### src/rtl/link_token_fifo_if.sv
// Link-side bundle for link_token_fifo: TX handshake toward the link and RX
// token delivery from the link. The slave modport is the endpoint's view;
// the master modport is the view of whatever drives and observes it.
interface link_token_fifo_if #(
   parameter int WIDTH = 32,
   parameter int CNT_W = 32
);
   logic             i_wen_to_link;
   logic [WIDTH-1:0] i_token_to_link;
   logic             o_full_to_link;
   logic             o_overflow;
   logic             o_wen_to_link;
   logic             i_ready_to_link;
   logic [WIDTH-1:0] o_token_to_link;
   logic [CNT_W-1:0] o_clk_cnt_to_link;
   logic [31:0]      o_id_to_link;
   logic             i_wen_from_link;
   logic [WIDTH-1:0] i_token_from_link;
   logic [CNT_W-1:0] i_clk_cnt_from_link;
   logic [31:0]      i_id_from_link;
   logic             o_wen_from_link;
   logic [WIDTH-1:0] o_token_from_link;
   logic [CNT_W-1:0] o_clk_cnt_from_link;
   logic [15:0]      o_drop_cnt;
   logic [CNT_W-1:0] o_clk_cnt;

   modport slave (
      input  i_wen_to_link, i_token_to_link, i_ready_to_link,
      input  i_wen_from_link, i_token_from_link, i_clk_cnt_from_link, i_id_from_link,
      output o_full_to_link, o_overflow, o_wen_to_link, o_token_to_link,
      output o_clk_cnt_to_link, o_id_to_link, o_wen_from_link, o_token_from_link,
      output o_clk_cnt_from_link, o_drop_cnt, o_clk_cnt
   );

   modport master (
      output i_wen_to_link, i_token_to_link, i_ready_to_link,
      output i_wen_from_link, i_token_from_link, i_clk_cnt_from_link, i_id_from_link,
      input  o_full_to_link, o_overflow, o_wen_to_link, o_token_to_link,
      input  o_clk_cnt_to_link, o_id_to_link, o_wen_from_link, o_token_from_link,
      input  o_clk_cnt_from_link, o_drop_cnt, o_clk_cnt
   );
endinterface

### src/rtl/link_token_fifo.sv
// Link endpoint for the dist_sim fabric.
// TX: local tokens are stamped with the free-running clock count and queued
// in a DEPTH-entry first-word-fall-through FIFO drained by valid/ready.
// RX: one register stage, tokens filtered by destination ID, mismatches
// counted in a saturating 16-bit drop counter.
// Optional feature: define LINK_TOKEN_FIFO_BCAST_EN to also accept the
// all-ones destination ID as a broadcast.
module link_token_fifo #(
   parameter int          WIDTH = 32,
   parameter int          DEPTH = 8,
   parameter int          CNT_W = 32,
   parameter logic [31:0] ID    = 32'h0
) (
   input logic              i_clk_to_link,
   input logic              i_rstn_to_link,
   link_token_fifo_if.slave lnk
);
   localparam int AW = $clog2(DEPTH);
   localparam int EW = WIDTH + CNT_W;
   localparam logic [AW:0] FULL_CNT = (AW+1)'(DEPTH);

   logic [CNT_W-1:0] clk_cnt;
   logic [EW-1:0]    mem [DEPTH];
   logic [AW-1:0]    wr_ptr;
   logic [AW-1:0]    rd_ptr;
   logic [AW:0]      count;
   logic             overflow;
   logic             full;
   logic             valid;
   logic             push;
   logic             pop;
   logic [EW-1:0]    head;

   logic             id_hit;
   logic             rx_acc;
   logic             rx_drop;
   logic             rx_wen;
   logic [WIDTH-1:0] rx_token;
   logic [CNT_W-1:0] rx_clk_cnt;
   logic [15:0]      drop_cnt;

   assign full  = (count == FULL_CNT);
   assign valid = (count != '0);
   // A write while full is refused even if the head pops in the same cycle.
   assign push  = lnk.i_wen_to_link && !full;
   assign pop   = valid && lnk.i_ready_to_link;
   assign head  = mem[rd_ptr];

   // Free-running local clock count, wraps naturally at 2^CNT_W.
   always_ff @(posedge i_clk_to_link) begin
      if (!i_rstn_to_link) clk_cnt <= '0;
      else                 clk_cnt <= clk_cnt + 1'b1;
   end

   // FIFO storage: stale contents are harmless because the head is gated by valid.
   always_ff @(posedge i_clk_to_link) begin
      if (push) mem[wr_ptr] <= {lnk.i_token_to_link, clk_cnt};
   end

   // FIFO pointers, fill count and sticky overflow flag.
   always_ff @(posedge i_clk_to_link) begin
      if (!i_rstn_to_link) begin
         wr_ptr   <= '0;
         rd_ptr   <= '0;
         count    <= '0;
         overflow <= 1'b0;
      end else begin
         if (push) wr_ptr <= wr_ptr + 1'b1;
         if (pop)  rd_ptr <= rd_ptr + 1'b1;
         case ({push, pop})
            2'b10:   count <= count + 1'b1;
            2'b01:   count <= count - 1'b1;
            default: count <= count;
         endcase
         if (lnk.i_wen_to_link && full) overflow <= 1'b1;
      end
   end

   // Destination filter; the broadcast ID is only special when enabled.
   always_comb begin
      id_hit = (lnk.i_id_from_link == ID);
`ifdef LINK_TOKEN_FIFO_BCAST_EN
      id_hit = id_hit || (lnk.i_id_from_link == 32'hFFFF_FFFF);
`else
      id_hit = id_hit;
`endif
   end

   assign rx_acc  = lnk.i_wen_from_link && id_hit;
   assign rx_drop = lnk.i_wen_from_link && !id_hit;

   // RX register stage and saturating drop counter.
   always_ff @(posedge i_clk_to_link) begin
      if (!i_rstn_to_link) begin
         rx_wen     <= 1'b0;
         rx_token   <= '0;
         rx_clk_cnt <= '0;
         drop_cnt   <= '0;
      end else begin
         rx_wen <= rx_acc;
         if (rx_acc) begin
            rx_token   <= lnk.i_token_from_link;
            rx_clk_cnt <= lnk.i_clk_cnt_from_link;
         end
         if (rx_drop && (drop_cnt != 16'hFFFF)) drop_cnt <= drop_cnt + 16'd1;
      end
   end

   assign lnk.o_full_to_link      = full;
   assign lnk.o_overflow          = overflow;
   assign lnk.o_wen_to_link       = valid;
   assign lnk.o_token_to_link     = valid ? head[EW-1:CNT_W] : '0;
   assign lnk.o_clk_cnt_to_link   = valid ? head[CNT_W-1:0] : '0;
   assign lnk.o_id_to_link        = ID;
   assign lnk.o_wen_from_link     = rx_wen;
   assign lnk.o_token_from_link   = rx_token;
   assign lnk.o_clk_cnt_from_link = rx_clk_cnt;
   assign lnk.o_drop_cnt          = drop_cnt;
   assign lnk.o_clk_cnt           = clk_cnt;
endmodule

### src/flat_wrapper.sv
// flat-port wrapper written by rule: the top's interface ports become plain ports
module link_token_fifo_flat 
#(
   parameter int          WIDTH = 32,
   parameter int          DEPTH = 8,
   parameter int          CNT_W = 32,
   parameter logic [31:0] ID    = 32'h0
)
  (i_clk_to_link, i_rstn_to_link, lnk_i_wen_to_link, lnk_i_token_to_link, lnk_i_ready_to_link, lnk_i_wen_from_link, lnk_i_token_from_link, lnk_i_clk_cnt_from_link, lnk_i_id_from_link, lnk_o_full_to_link, lnk_o_overflow, lnk_o_wen_to_link, lnk_o_token_to_link, lnk_o_clk_cnt_to_link, lnk_o_id_to_link, lnk_o_wen_from_link, lnk_o_token_from_link, lnk_o_clk_cnt_from_link, lnk_o_drop_cnt, lnk_o_clk_cnt);
  link_token_fifo_if #(.WIDTH(WIDTH), .CNT_W(CNT_W)) lnk_i ();
  input logic i_clk_to_link;
  input logic i_rstn_to_link;
  input wire logic [$bits(lnk_i.i_wen_to_link)-1:0] lnk_i_wen_to_link;
  input wire logic [$bits(lnk_i.i_token_to_link)-1:0] lnk_i_token_to_link;
  input wire logic [$bits(lnk_i.i_ready_to_link)-1:0] lnk_i_ready_to_link;
  input wire logic [$bits(lnk_i.i_wen_from_link)-1:0] lnk_i_wen_from_link;
  input wire logic [$bits(lnk_i.i_token_from_link)-1:0] lnk_i_token_from_link;
  input wire logic [$bits(lnk_i.i_clk_cnt_from_link)-1:0] lnk_i_clk_cnt_from_link;
  input wire logic [$bits(lnk_i.i_id_from_link)-1:0] lnk_i_id_from_link;
  output wire logic [$bits(lnk_i.o_full_to_link)-1:0] lnk_o_full_to_link;
  output wire logic [$bits(lnk_i.o_overflow)-1:0] lnk_o_overflow;
  output wire logic [$bits(lnk_i.o_wen_to_link)-1:0] lnk_o_wen_to_link;
  output wire logic [$bits(lnk_i.o_token_to_link)-1:0] lnk_o_token_to_link;
  output wire logic [$bits(lnk_i.o_clk_cnt_to_link)-1:0] lnk_o_clk_cnt_to_link;
  output wire logic [$bits(lnk_i.o_id_to_link)-1:0] lnk_o_id_to_link;
  output wire logic [$bits(lnk_i.o_wen_from_link)-1:0] lnk_o_wen_from_link;
  output wire logic [$bits(lnk_i.o_token_from_link)-1:0] lnk_o_token_from_link;
  output wire logic [$bits(lnk_i.o_clk_cnt_from_link)-1:0] lnk_o_clk_cnt_from_link;
  output wire logic [$bits(lnk_i.o_drop_cnt)-1:0] lnk_o_drop_cnt;
  output wire logic [$bits(lnk_i.o_clk_cnt)-1:0] lnk_o_clk_cnt;
  assign lnk_i.i_wen_to_link = lnk_i_wen_to_link;
  assign lnk_i.i_token_to_link = lnk_i_token_to_link;
  assign lnk_i.i_ready_to_link = lnk_i_ready_to_link;
  assign lnk_i.i_wen_from_link = lnk_i_wen_from_link;
  assign lnk_i.i_token_from_link = lnk_i_token_from_link;
  assign lnk_i.i_clk_cnt_from_link = lnk_i_clk_cnt_from_link;
  assign lnk_i.i_id_from_link = lnk_i_id_from_link;
  assign lnk_o_full_to_link = lnk_i.o_full_to_link;
  assign lnk_o_overflow = lnk_i.o_overflow;
  assign lnk_o_wen_to_link = lnk_i.o_wen_to_link;
  assign lnk_o_token_to_link = lnk_i.o_token_to_link;
  assign lnk_o_clk_cnt_to_link = lnk_i.o_clk_cnt_to_link;
  assign lnk_o_id_to_link = lnk_i.o_id_to_link;
  assign lnk_o_wen_from_link = lnk_i.o_wen_from_link;
  assign lnk_o_token_from_link = lnk_i.o_token_from_link;
  assign lnk_o_clk_cnt_from_link = lnk_i.o_clk_cnt_from_link;
  assign lnk_o_drop_cnt = lnk_i.o_drop_cnt;
  assign lnk_o_clk_cnt = lnk_i.o_clk_cnt;
  link_token_fifo #(.WIDTH(WIDTH), .DEPTH(DEPTH), .CNT_W(CNT_W), .ID(ID)) u_core (.i_clk_to_link(i_clk_to_link), .i_rstn_to_link(i_rstn_to_link), .lnk(lnk_i));
endmodule
### config.mk
export PLATFORM = sky130hd
export DESIGN_NAME = link_token_fifo_flat
export DESIGN_NICKNAME = d
export VERILOG_FILES = /design/src/rtl/link_token_fifo_if.sv /design/src/rtl/link_token_fifo.sv /design/src/flat_wrapper.sv
export SDC_FILE = /design/constraint.sdc
export NUM_CORES = 1
export LEC_CHECK = 0
export ABC_AREA = 1
export CORE_MARGIN = 2
export CORE_UTILIZATION = 61
export CTS_BUF_LIST = sky130_fd_sc_hd__clkbuf_4 sky130_fd_sc_hd__clkbuf_8
export CTS_CLUSTER_SIZE = 10
export DETAILED_ROUTE_END_ITERATION = 10
export GPL_TIMING_DRIVEN = 0
export PLACE_DENSITY_LB_ADDON = 0.2
export SYNTH_ARGS = -nofsm -noshare
export SYNTH_HDL_FRONTEND = slang
export SYNTH_SLANG_ARGS = --single-unit
### constraint.sdc
create_clock -name i_clk_to_link -period 9.1 [get_ports i_clk_to_link]
set_input_delay 2.73 -clock i_clk_to_link [delete_from_list [all_inputs] [get_ports i_clk_to_link]]
set_output_delay 2.73 -clock i_clk_to_link [all_outputs]
set_load 0.02 [all_outputs]
**Word-level counts from Yosys, hierarchy flattened**

Memory sizes are Yosys's and may differ from the RTL's. A register that Yosys moved wholly into a read port is not among the register bits.
Cells that the tools add are included.

- Register bits after elaboration: 124
- Bits in writable memories: 512
- Output and inout bits: 212
- Logic and storage cells: 38
- Memories: 1

Memories:

| name | words | width | rd ports | clocked after Yosys merged registers in | wr ports | RTL line | source |
|---|---|---|---|---|---|---|---|
| u_core.mem | 8 | 64 | 1 | 1 | 1 | link_token_fifo.sv:23 | `logic [EW-1:0] mem [DEPTH];` |

- Add/sub/neg operators: 6
- Equality and inequality tests: 4
- Mux-type cells: 7
- Reduce and logical (&&, ||, !) cells: 11

Operators with widths:

| cell | count |
|---|---|
| $mux W32 | 2 |
| $add A32 B1 Y32 const B | 1 |
| $logic_not A32 Y1 | 1 |
| $add A16 B1 Y16 const B | 1 |
| $ne A16 B16 Y1 const B | 1 |
| $pmux W4 S2 | 1 |
| $add A3 B1 Y3 const B | 2 |
| $logic_and A1 B1 Y1 | 6 |
| $mux W3 | 2 |
| $add A4 B1 Y4 const B | 1 |
| $eq A4 B4 Y1 const B | 1 |
| $reduce_bool A4 Y1 | 1 |
| $sub A4 B1 Y4 const B | 1 |
| $eq A2 B1 Y1 const B | 1 |
| $eq A2 B2 Y1 const B | 1 |
| $logic_not A1 Y1 | 2 |
| $mux W1 | 2 |
| $reduce_bool A2 Y1 | 1 |

**Depth between registers and ports, before layout**

- Depth in word-level cells: 5
- Mapped depth: 14

**Least setup slack after synthesis**

No wires, ideal clock.

- Path kind: input to register
- Start: input lnk_i_wen_to_link
- End: memory u_core.mem[0][0] (netlist name), enable pin
- Arrival: 5.746 ns
- Data required time: 8.614 ns
- Slack: 2.868 ns
- Stages on the path: 4
- Buffers on the path: 0
- Path through: nand2_1 -> inv_1 -> nand2_1 -> nor2_1

- Cells in the longest elaborated chain, start to end: 3

RTL lines:

| what | RTL line | source |
|---|---|---|
| start, declared | flat_wrapper.sv:13 | `input wire logic [$bits(lnk_i.i_wen_to_link)-1:0] lnk_i_wen_to_link;` |
| $logic_and A1 B1 Y1 | link_token_fifo.sv:45 | `assign push = lnk.i_wen_to_link && !full;` |
| $mux W1 | link_token_fifo.sv:57 | `if (push) mem[wr_ptr] <= {lnk.i_token_to_link, clk_cnt};` |
| $mux W1 (implied by the code) | link_token_fifo.sv:57 |  |
| end, declared | link_token_fifo.sv:23 |  |

Every way passes these cells.

==> impl_summary.txt <==
----------------------------------------------------
[Run status]
  Outcome ... completed

[Worst hold path]
  Min-Delay Path Class ... reg2reg
  Worst hold path endpoint ... u_core.lnk.o_overflow
  Source of the worst hold timing path ... u_core.lnk.o_overflow
  Instance count along the most critical hold path ... 2

[Critical path]
  Kind of capture point of the worst setup path ... primary output
  Type of the setup path with the least slack ... reg2out
  FF-to-FF path depth ... 7
  Capture instance of the worst register-to-register path ... u_core.mem[6][27]
  Largest fanout on the critical path ... 10
  R2r setup slk ... 6.59 ns
  FF-to-FF Start ... u_core.count[1]
  Kind of launch point of the worst setup path ... flop
  Worst Path Required ... roughly 6.4 ns
  Arrival time of the worst setup path ... between 3 and 4 ns

[Placed design]
  Estimated wirelength of the detail-placed design ... around 45,000 um
  Final weighted congestion of routability-driven global placement ... 0.899
  Instance area after placement ... 30,000 um2
  Number of I/O port buffers ... approximately 310
  Cell total after placement ... about 3,200

[Die]
  Area of the core ... roughly 42,000 um2
  Boundary Pins ... roughly 350
  Die outline width ... between 200 and 250 um
  Site row count ... between 70 and 80
  Die ar. ... 43,800 um2
  Floorplan die height ... around 210 um
  Effective utilization at floorplan ... between 60 and 70%

[Final layout]
  Synth-to-layout area growth ... 24.4%
  Final Non-Filler Cells ... roughly 3,400
  Number of diodes added for antenna fixing ... 0
  Share of layout cells above drive strength 1 ... roughly a tenth
  Final-stage net count ... slightly below 3,000
  Total of fill cells in the finished design ... around 2,700
  Post-Layout Inst Area ... about 32,000 um2
  Leading cell types in the layout, fill and taps excluded ... 622 x sky130_fd_sc_hd__nor2_1, 512 x sky130_fd_sc_hd__edfxtp_1, 323 x sky130_fd_sc_hd__o21ai_0
  Most common library cell in the layout ignoring fill and taps ... sky130_fd_sc_hd__nor2_1

[Clock network]
  Post-CTS Resized ... 0
  CTS tree ... yes
  H-Tree Depth ... 3
  Number of buffers between clock root and the deepest sink ... 3
  Number of sinks on the clock net ... ~640
  Clock Pin Slew Worst Setup and Hold Paths ... around 0.060 ns
  Number of buffers created by CTS ... 97
  CTS Root Buffer Type ... sky130_fd_sc_hd__clkbuf_8
  Number of buffers inserted by post-CTS setup repair ... 0
  Cts hold-fix bufs ... 0
  Clock network latency to the later pin of the worst-skew pair ... between 0.6 and 0.7 ns

[STA]
  Tightest Pin Transition ... about 0.95 ns
  Worst clock skew on the final layout ... ~0.050 ns
  RSZ-0062 raised after global routing ... no
  Normalized max-slew margin ... 36.9%
  Final cycle utilization of the critical path ... about 72%
  Fin crit period ... about 6.5 ns
  Total Negative Setup Slacks ... 0 ns
  Final max-slew violation count ... 0
  Count of final setup violators ... 0
  Final Hold Viols ... 0
  Achievable frequency ... 153 MHz

[Routing]
  Violation count after the first detailed-route iteration ... ~1,700
  Remaining routing DRC violations ... 0
  Average wire length per cell after detail routing ... 19.7 um
  Via-per-instance ratio ... roughly 5.7
  ANT nets after route ... 0
  Via total after detailed routing ... 19,200
  Count of TritonRoute iterations in the first routing pass ... 5
  Total length of routed wires ... roughly 67,000 um

[GRT]
  Total congestion overflow after global routing ... 0
  Wire length of the first global-routing pass ... approximately 100,000 um
  Antenna violations before repair ... 0
  Via count of the first global-routing pass ... 19,200
  Most congested layer reported by global routing ... met2
  Met1 demand-to-capacity share in global routing ... a little under two fifths
  Pin count of the biggest net entering global routing ... 34
  Overall Global Routing Usage ... a little under a third
  Met2 GRT Util ... approximately 50%
  Met3 layer usage reported by global route ... 7.90%

[Synth]
  XOR/XNOR share of the synthesized area ... 0.238%
  Basic-gate share of the synthesized area counting and, or, nand and nor cells ... 13.0%
  Synth Flop Type ... sky130_fd_sc_hd__edfxtp_1
  Yosys warnings ... 0
  Number of flip-flops and latches in the synthesized netlist ... roughly 640
  Sequential share of the synthesized area ... 69.7%
  Share of synthesized cell area in full adder, half adder and majority cells ... less than 1%
  Post-synthesis mux area share ... 0%
  Combinational family with the most area after synthesis ... simple AND/OR/NAND/NOR gates
  Area of the mapped netlist ... 25,700 um2
  Compound-gate portion of the synthesized area ... approximately an eighth
  FFs w/ async S/R, synth ... 0%
  Number of enable flip-flop cells after synthesis ... between 500 and 600
  Average footprint of a synthesized cell ... 11.2 um2
  Distinct cell type count of the synthesized netlist ... 36
  Post-synthesis instance total ... around 2,300

[Pwr]
  Power share of the combinational group ... between 30% and 40%
  Switching power share of the total ... 33.1%
  Standby leakage power ... approximately 11 nW
  Design Power ... between 8 and 9 mW
  Clk pwr share ... between 20% and 30%
  Internal Dissipation ... around 5.6 mW
  Power density cells ... ~260 nW/um2
  Worst ir drop on vdd ... between 100 and 150 uV
  Proportion of power drawn by flip-flops and latches ... about two fifths
  Switching Power ... between 2 and 3 mW

[Run]
  Max cap viols ... 0

----------------------------------------------------
## synthesized netlist by cell type (35+ instances only)
cell	n	area share [%]
sky130_fd_sc_hd__a21oi_1	42	0.82
sky130_fd_sc_hd__a31oi_1	64	1.6
sky130_fd_sc_hd__buf_4	44	1.3
sky130_fd_sc_hd__clkbuf_1	70	1.0
sky130_fd_sc_hd__dfxtp_1	127	9.9
sky130_fd_sc_hd__edfxtp_1	512	60
sky130_fd_sc_hd__inv_1	66	0.96
sky130_fd_sc_hd__nand2_1	134	2.0
sky130_fd_sc_hd__nand3_1	35	0.68
sky130_fd_sc_hd__nor2_1	630	9.2
sky130_fd_sc_hd__o21ai_0	323	6.3
sky130_fd_sc_hd__o21ai_1	79	1.5
sky130_fd_sc_hd__o22ai_1	64	1.6
## critical path: stages (launching register included)
cell                              delay, ns
sky130_fd_sc_hd__dfxtp_1               0.41
sky130_fd_sc_hd__inv_2                 0.12
sky130_fd_sc_hd__clkbuf_1              0.71
sky130_fd_sc_hd__clkbuf_1              0.53
sky130_fd_sc_hd__o21ai_0               0.23
sky130_fd_sc_hd__a31oi_1               0.39
sky130_fd_sc_hd__clkdlybuf4s50_1       0.70
## state kept, by name, indices dropped and copies added, names as in the netlist, 3 cells and up, named ones only
signal,cells
u_core.count,4
u_core.wr_ptr,3
u_core.lnk.o_drop_cnt,16
u_core.lnk.o_clk_cnt_from_link,32
u_core.mem,512
u_core.lnk.o_clk_cnt,32
u_core.lnk.o_token_from_link,32
u_core.rd_ptr,3
## cell type report
cell class,count,area (um2),area share (%)
plain buffers,165,986,3.08
clock buffers,141,1700,5.30
clock inverters,30,264,0.825
inverters,71,268,0.837
multi-input cells,1458,6720,21.0
flip-flops and latches,639,17900,56.0
well taps,539,674,2.11
repair buffers,328,3460,10.8
## stage by stage
stage	utilization, %	setup WS, ns	hold WS (ns)
floorplan	-	2.87	0.433
global placement	71.0	0.358	0.439
detailed placement	71.9	3.36	0.447
CTS	76.6	2.59	0.459
global route	76.6	2.50	0.506
finish	76.6	2.58	0.456
## cells by family (layout without fill, tap and decap cells)
group                      count (synthesis)  in the layout
adders and majority gates                  7              7
DFF                                      639            639
AOI/OAI and AO/OA                        576            576
xor gates and xnor gates                   7              7
and+or+nand+nor                          836            836
buffers and inverters                    236            735
other                                      1             32
## how the worst max path moves through the flow
stage,to,slack [ns],cells after the start
final,lnk_o_clk_cnt_to_link[19],2.58,6
after global routing,lnk_o_clk_cnt_to_link[19],2.50,6
after CTS,lnk_o_clk_cnt_to_link[17],2.59,6
after detailed placement,lnk_o_clk_cnt_to_link[18],3.36,6
after global placement,u_core.mem[0][43],0.36,5
after floorplan,u_core.mem[0][0],2.87,4
## power groups by stage
stage	combinational, mW	clock, mW	sequential, mW
global route	2.84	2.54	3.36
finish	2.65	2.39	3.35
global placement	2.54	0	3.42
detailed placement	2.63	0	3.41
floorplan	1.48	0	3.41
CTS	2.64	2.42	3.35
## layer usage
layer / wire, um / vias to the layer above
met1: 24900 / 9063
met3: 6900 / 143
li1: - / 8971
met2: 32700 / 1006
met4: 1980 / 0
met5: 0 / -
Note: power is estimated with default switching activity, not from simulation.
